===== src/rtl/fetch_pkg.sv =====
// Shared fetch-path types and constants used by the fetch/decode queue.
package fetch_pkg;

    localparam int unsigned INST_W = 32;
    localparam int unsigned XLEN   = 32;

    // ADDI x0,x0,0 -- presented to decode whenever nothing is queued
    localparam logic [INST_W-1:0] NOP_INST = 32'h0000_0013;

    typedef struct packed {
        logic [XLEN-1:0]   pc;
        logic [INST_W-1:0] inst;
    } fetch_entry_t;

endpackage : fetch_pkg


===== src/rtl/fetch_decode_queue.sv =====
// First-word-fall-through {PC, instruction} queue between fetch and decode.
// Flush discards every queued entry on a branch/jump redirect.
module fetch_decode_queue
    import fetch_pkg::*;
#(
    parameter int unsigned DEPTH = 4,
    parameter int unsigned PTR_W = 2
) (
    input  logic              clock,
    input  logic              reset,
    input  logic              flush,
    input  logic              in_valid,
    input  logic [INST_W-1:0] in_inst_code,
    input  logic [XLEN-1:0]   in_pc,
    output logic              in_ready,
    output logic              out_valid,
    output logic [INST_W-1:0] out_inst_code,
    output logic [XLEN-1:0]   out_pc,
    input  logic              out_ready,
    output logic [PTR_W:0]    count
);

    localparam logic [PTR_W:0]   FULL_CNT = DEPTH[PTR_W:0];
    localparam logic [PTR_W:0]   CNT_ONE  = 1;
    localparam logic [PTR_W-1:0] PTR_ONE  = 1;

    fetch_entry_t     mem_q [DEPTH];
    fetch_entry_t     mem_d [DEPTH];
    logic [PTR_W-1:0] wr_ptr_q, wr_ptr_d;
    logic [PTR_W-1:0] rd_ptr_q, rd_ptr_d;
    logic [PTR_W:0]   count_q, count_d;
    logic             push, pop;

    // Handshake flags and head-of-queue presentation
    always_comb begin
        in_ready      = (count_q != FULL_CNT);
        out_valid     = (count_q != '0);
        push          = in_valid & in_ready;
        pop           = out_valid & out_ready;
        count         = count_q;
        out_inst_code = NOP_INST;
        out_pc        = '0;
        if (out_valid) begin
            out_inst_code = mem_q[rd_ptr_q].inst;
            out_pc        = mem_q[rd_ptr_q].pc;
        end
    end

    // Next-state: flush beats push/pop; reset is applied in the register block
    always_comb begin
        mem_d    = mem_q;
        wr_ptr_d = wr_ptr_q;
        rd_ptr_d = rd_ptr_q;
        count_d  = count_q;
        if (flush) begin
            wr_ptr_d = '0;
            rd_ptr_d = '0;
            count_d  = '0;
        end else begin
            if (push) begin
                mem_d[wr_ptr_q] = '{pc: in_pc, inst: in_inst_code};
                wr_ptr_d        = wr_ptr_q + PTR_ONE;
            end
            if (pop) begin
                rd_ptr_d = rd_ptr_q + PTR_ONE;
            end
            case ({push, pop})
                2'b10:   count_d = count_q + CNT_ONE;
                2'b01:   count_d = count_q - CNT_ONE;
                default: count_d = count_q;
            endcase
        end
    end

    // State registers; storage contents are not reset (don't-care when empty)
    always_ff @(posedge clock) begin
        mem_q <= mem_d;
        if (reset) begin
            wr_ptr_q <= '0;
            rd_ptr_q <= '0;
            count_q  <= '0;
        end else begin
            wr_ptr_q <= wr_ptr_d;
            rd_ptr_q <= rd_ptr_d;
            count_q  <= count_d;
        end
    end

endmodule : fetch_decode_queue

===== config.mk =====
export PLATFORM = sky130hd
export DESIGN_NAME = fetch_decode_queue
export DESIGN_NICKNAME = d
export VERILOG_FILES = /design/src/rtl/fetch_pkg.sv /design/src/rtl/fetch_decode_queue.sv
export SDC_FILE = /design/constraint.sdc
export NUM_CORES = 1
export LEC_CHECK = 0
export BUFFER_PORTS_ARGS = -buffer_cell sky130_fd_sc_hd__buf_2
export CAP_MARGIN = 25
export CORE_MARGIN = 3
export CORE_UTILIZATION = 45
export DETAILED_ROUTE_END_ITERATION = 7
export GPL_TIMING_DRIVEN = 0
export SYNTH_ARGS = -nofsm -noshare
export SYNTH_HDL_FRONTEND = slang
export SYNTH_SLANG_ARGS = --single-unit

===== constraint.sdc =====
create_clock -name clock -period 11.79 [get_ports clock]
set_clock_uncertainty 0.2 [all_clocks]
set_input_delay 1.7685 -clock clock [delete_from_list [all_inputs] [get_ports clock]]
set_output_delay 1.7685 -clock clock [all_outputs]
set_load 0.01 [all_outputs]

# After elaboration in Yosys (flattened, before gate mapping)
# Index checks and enable logic that the tools add are counted.
# op_classes
shift	0
n_addsub	4
bitwise	5
div_mod_pow	0
mul	0
n_eq_ne	3
magnitude_cmp	3
n_reduce_logical	5
n_mux	9
# op_table
op	n
$bwmux W256	1
$mux W64	3
$bmux W64 S2	1
$demux W64 S2	1
$mux W32	2
$ge A3 B3 Y1 const B	2
$not A2 Y3	2
$pmux W3 S2	1
$add A2 B1 Y2 const B	2
$add A3 B1 Y3 const B	1
$lt A3 B1 Y1 const B	1
$ne A3 B3 Y1 const B	1
$reduce_bool A3 Y1	1
$sub A3 B1 Y3 const B	1
$and A1 B1 Y1	2
$eq A2 B1 Y1 const B	1
$eq A2 B2 Y1 const B	1
$reduce_and A2 Y1	1
$reduce_bool A2 Y1	1
$reduce_or A2 Y1	1
$logic_and A1 B1 Y1	1
$not A1 Y1	1
# word_totals
register_bits	263
ramBits	0
mem_bits_ro	0
elab_cells	40
memories	0
latchBits	0
output_inout_bits	69

# Depth between registers and ports, before layout
# depth
ltp_word	6
depth_mapped	9
depth_no_buf	9

# Least setup slack after synthesis
# Ideal clock, no wire load.
# synth_timing
path_type	input-to-reg
start	input port in_valid
end	register mem_q[0] in the netlist's numbering, enable pin
cell_stages	2
path_buffers	0
setup_slack_ns	4.419
required_ns	11.012
t_arrival_ns	6.593
path_cell_list	nand2_1 > nor3b_1
# synth_between
elab_chain_cells	2
# synth_lines
item	line_no	rtl
start, declared	fetch_decode_queue.sv:12	input logic in_valid,
$and A1 B1 Y1	fetch_decode_queue.sv:38	push = in_valid & in_ready;
$reduce_and A2 Y1 (no source line)	n/a	
end signal, assigned	fetch_decode_queue.sv:77	mem_q <= mem_d;
end, declared	fetch_decode_queue.sv:27	fetch_entry_t mem_q [DEPTH];
# No other way between the ends.
# A chain may end at the register's enable or synchronous reset.

# Final worst setup path
# layout_timing
start	register rd_ptr_q[1]
end	output port out_inst_code[20]
# layout_between
elab_chain_cells	5
# layout_lines
item	line_no	rtl
start, declared	fetch_decode_queue.sv:30	logic [PTR_W-1:0] rd_ptr_q, rd_ptr_d;
start signal, assigned	fetch_decode_queue.sv:84	rd_ptr_q <= rd_ptr_d;
$not A2 Y3 (implied by the code)	fetch_decode_queue.sv:44	out_inst_code = mem_q[rd_ptr_q].inst;
$bmux W64 S2	fetch_decode_queue.sv:44	
$mux W64 (2 in series)	n/a	
$mux W32	fetch_decode_queue.sv:43	if (out_valid) begin
end, declared	fetch_decode_queue.sv:17	output logic [INST_W-1:0] out_inst_code,
# No other way between the ends. The select of a mux whose other input is x is not followed.

==> out/metrics.cfg <==
[run_status]
status=finished, final reports clean

[floorplanning]
core_area_um2=22000
rows=54
die_w_um=156
die_area_um2=24300
dieHeight_um=156
floorplan.initialDensity_pct=45.9
ios=138

[sta]
rsz0062_at_grt=no
worst_slack_ps=7620
slew_headroom_pct=44.5
fin_crit_ps=4170
tns_ps=0
fmax_mhz=240
fin_crit_sh_pct=35.4
max_slew.worst_pin.slew_ps=829
setup_viol=0
finalMaxSlewViolations=0
hold_viol=0

[placement]
place_hpwl_mm=13.5
place_congestion=0.700
io_buffers=137
dpl_worst_slack_ps=7700
dpl_cell_area_um2=11500

[worst_hold_path]
hp-start=wr_ptr_q[1]
hp-class=register to register

[final_layout]
area_growth_pct=22.2
drive_above_1_share_pct=42.1
final_common_cell=edfxtp_1
final_cell_mix=edfxtp_1, buf_2, mux4_2, and2_1, buf_6
fillCellCount=1687
final_nets=730
stdcell_area_um2=12300

[global_routing]
grt_pass1_wl_mm=29.9
grt_usage_pct=16.0
antenna_found_initial=4
grt_pass1_vias=5504
grt.overflow.total=0
grt_max_degree=14

[route]
wire_per_inst_um=20.2
drc=0
via_per_inst=5.24
drt_wl_total_mm=19.4
drtIter0Drc=261
vias=5018
firstDrtPassIters=4
postRouteAntennaNets=0

[cts]
cts_tree=built
cts-resized-gates=0
clk_pin_slew_worst_paths_ps=60
clock_path_buffers=3
cts_max_level=1
clock_sinks=263
postCtsSetupBuffers=0
cts_buffers=28
cts_hold_buf=0
insertion_delay_ps=520
cts_root_buffer=clkbuf_16

[worst_setup_path]
r2r_start=count[0]
reg2reg_slack_ps=8930
critPathKind=register to primary output
reg2reg_to=mem_q[202]
critPathCaptureType=primary output
critPathLaunch=rd_ptr_q[1]
start_kind=register
worst_ep_arrival_time_ps=2200
required_ps=9820
endpoint=out_inst_code[20]
rr_worst_depth=8
crit_fanout=10

[synth]
synth_top_cell_by_area=edfxtp_1
synthCells=457
syn-num-nets=532
yosysSeqAreaShare_pct=77.6
ys_top_cells_by_area=edfxtp_1, mux4_2, and2_1
syn-cell-area_um2=10100
synth_top_area_share_pct=76.2
synth_warnings=0
ys_ff_latch=263
synth_cell_types=22
postSynthAreaPerCell_um2=22.1

[power_and_ir_drop]
pwr-share-comb_pct=5.3
intPower_w=0.00154
powerDensity_nw_per_um2=155
leakage_nw=4.30
clockPowerShare_pct=40.0
power.switching_w=0.000378
power_frac_seq_pct=54.6
peakVddDrop_v=0.000124
sw_frac_of_total_pct=19.8

[job]
maxCapViolCount=0

==> area by class of cell <==
class                   instances  area, um^2  area share (%)
well taps                     280         350            2.84
repair buffers                168        1050            8.52
multi-input cells             164        2120            17.2
flip-flops and latches        263        7830            63.5
plain buffers                  21         125            1.02
inverters                       9        33.8           0.274
diodes                          3        7.51          0.0609
clock inverters                10        46.3           0.376
clock buffers                  39         763            6.19
==> cells in the mapped netlist <==
cell type / n
dfxtp_1: 7
or2_2: 1
a21oi_1: 5
or3_1: 2
ha_1: 5
buf_2: 7
nor3_2: 1
fa_1: 1
xor2_1: 3
nor3b_1: 5
o21ai_0: 4
inv_1: 9
nor2_1: 4
nand2_1: 2
and2_1: 61
edfxtp_1: 256
buf_6: 5
mux4_2: 64
or2_1: 3
o31ai_1: 1
nand3_1: 2
clkbuf_1: 9
==> worst max-delay path, cell delays in order, from the launching register on <==
cell      delay [ps]
dfxtp_1          360
clkbuf_1         590
mux4_2           410
and2_1           180
buf_2            140
==> worst min-delay path by stage <==
stage	end	slack (ps)	cells after the start
2_1_floorplan	wr_ptr_q[0]	280	2
3_3_place_gp	wr_ptr_q[0]	290	2
3_5_place_dp	wr_ptr_q[1]	330	2
4_1_cts	wr_ptr_q[1]	340	2
5_1_grt	wr_ptr_q[0]	370	2
6_report	wr_ptr_q[1]	350	2
==> registers in the layout, indices dropped and copies added, names as in the netlist <==
name and count:
mem_q 256, wr_ptr_q 2, count 3, rd_ptr_q 2
==> metal layers <==
metal  vias to the layer above  GRT usage, %  wire (um)
met2                       144          28.6       9930
met3                        37          4.77       1390
met5                         -             0         41
met4                         6          3.91        413
met1                      2573          19.2       7570
li1                       2258             -          -
==> cell families after synthesis <==
group	after synthesis	synth area share (%)
flip-flops	263	77.6
AND/OR/NAND/NOR	81	4.95
multiplexers	64	14.3
buffers and inverters	30	1.57
AO/OA/AOI/OAI	10	0.521
adder cells (fa/ha/maj)	6	0.819
XOR/XNOR	3	0.260
==> power by group through the flow <==
stage / clock network (W) / logic (W) / registers, W
floorplan: 0 / 0.0000507 / 0.00107
global placement: 0 / 0.0000964 / 0.00107
detailed placement: 0 / 0.000105 / 0.00107
CTS: 0.000790 / 0.000105 / 0.00105
global route: 0.000824 / 0.000113 / 0.00105
finish: 0.000766 / 0.000102 / 0.00105
==> through the flow <==
step,hold WS [ps],utilization (%),power (W),std cells
floorplan,284,-,0.00112,457
global placement,291,50.7,0.00117,874
detailed placement,330,52.4,0.00117,905
CTS,338,56.1,0.00194,954
global route,369,56.1,0.00198,955
finish,345,56.1,0.00191,957
Note: power is estimated with default switching activity, not from simulation.
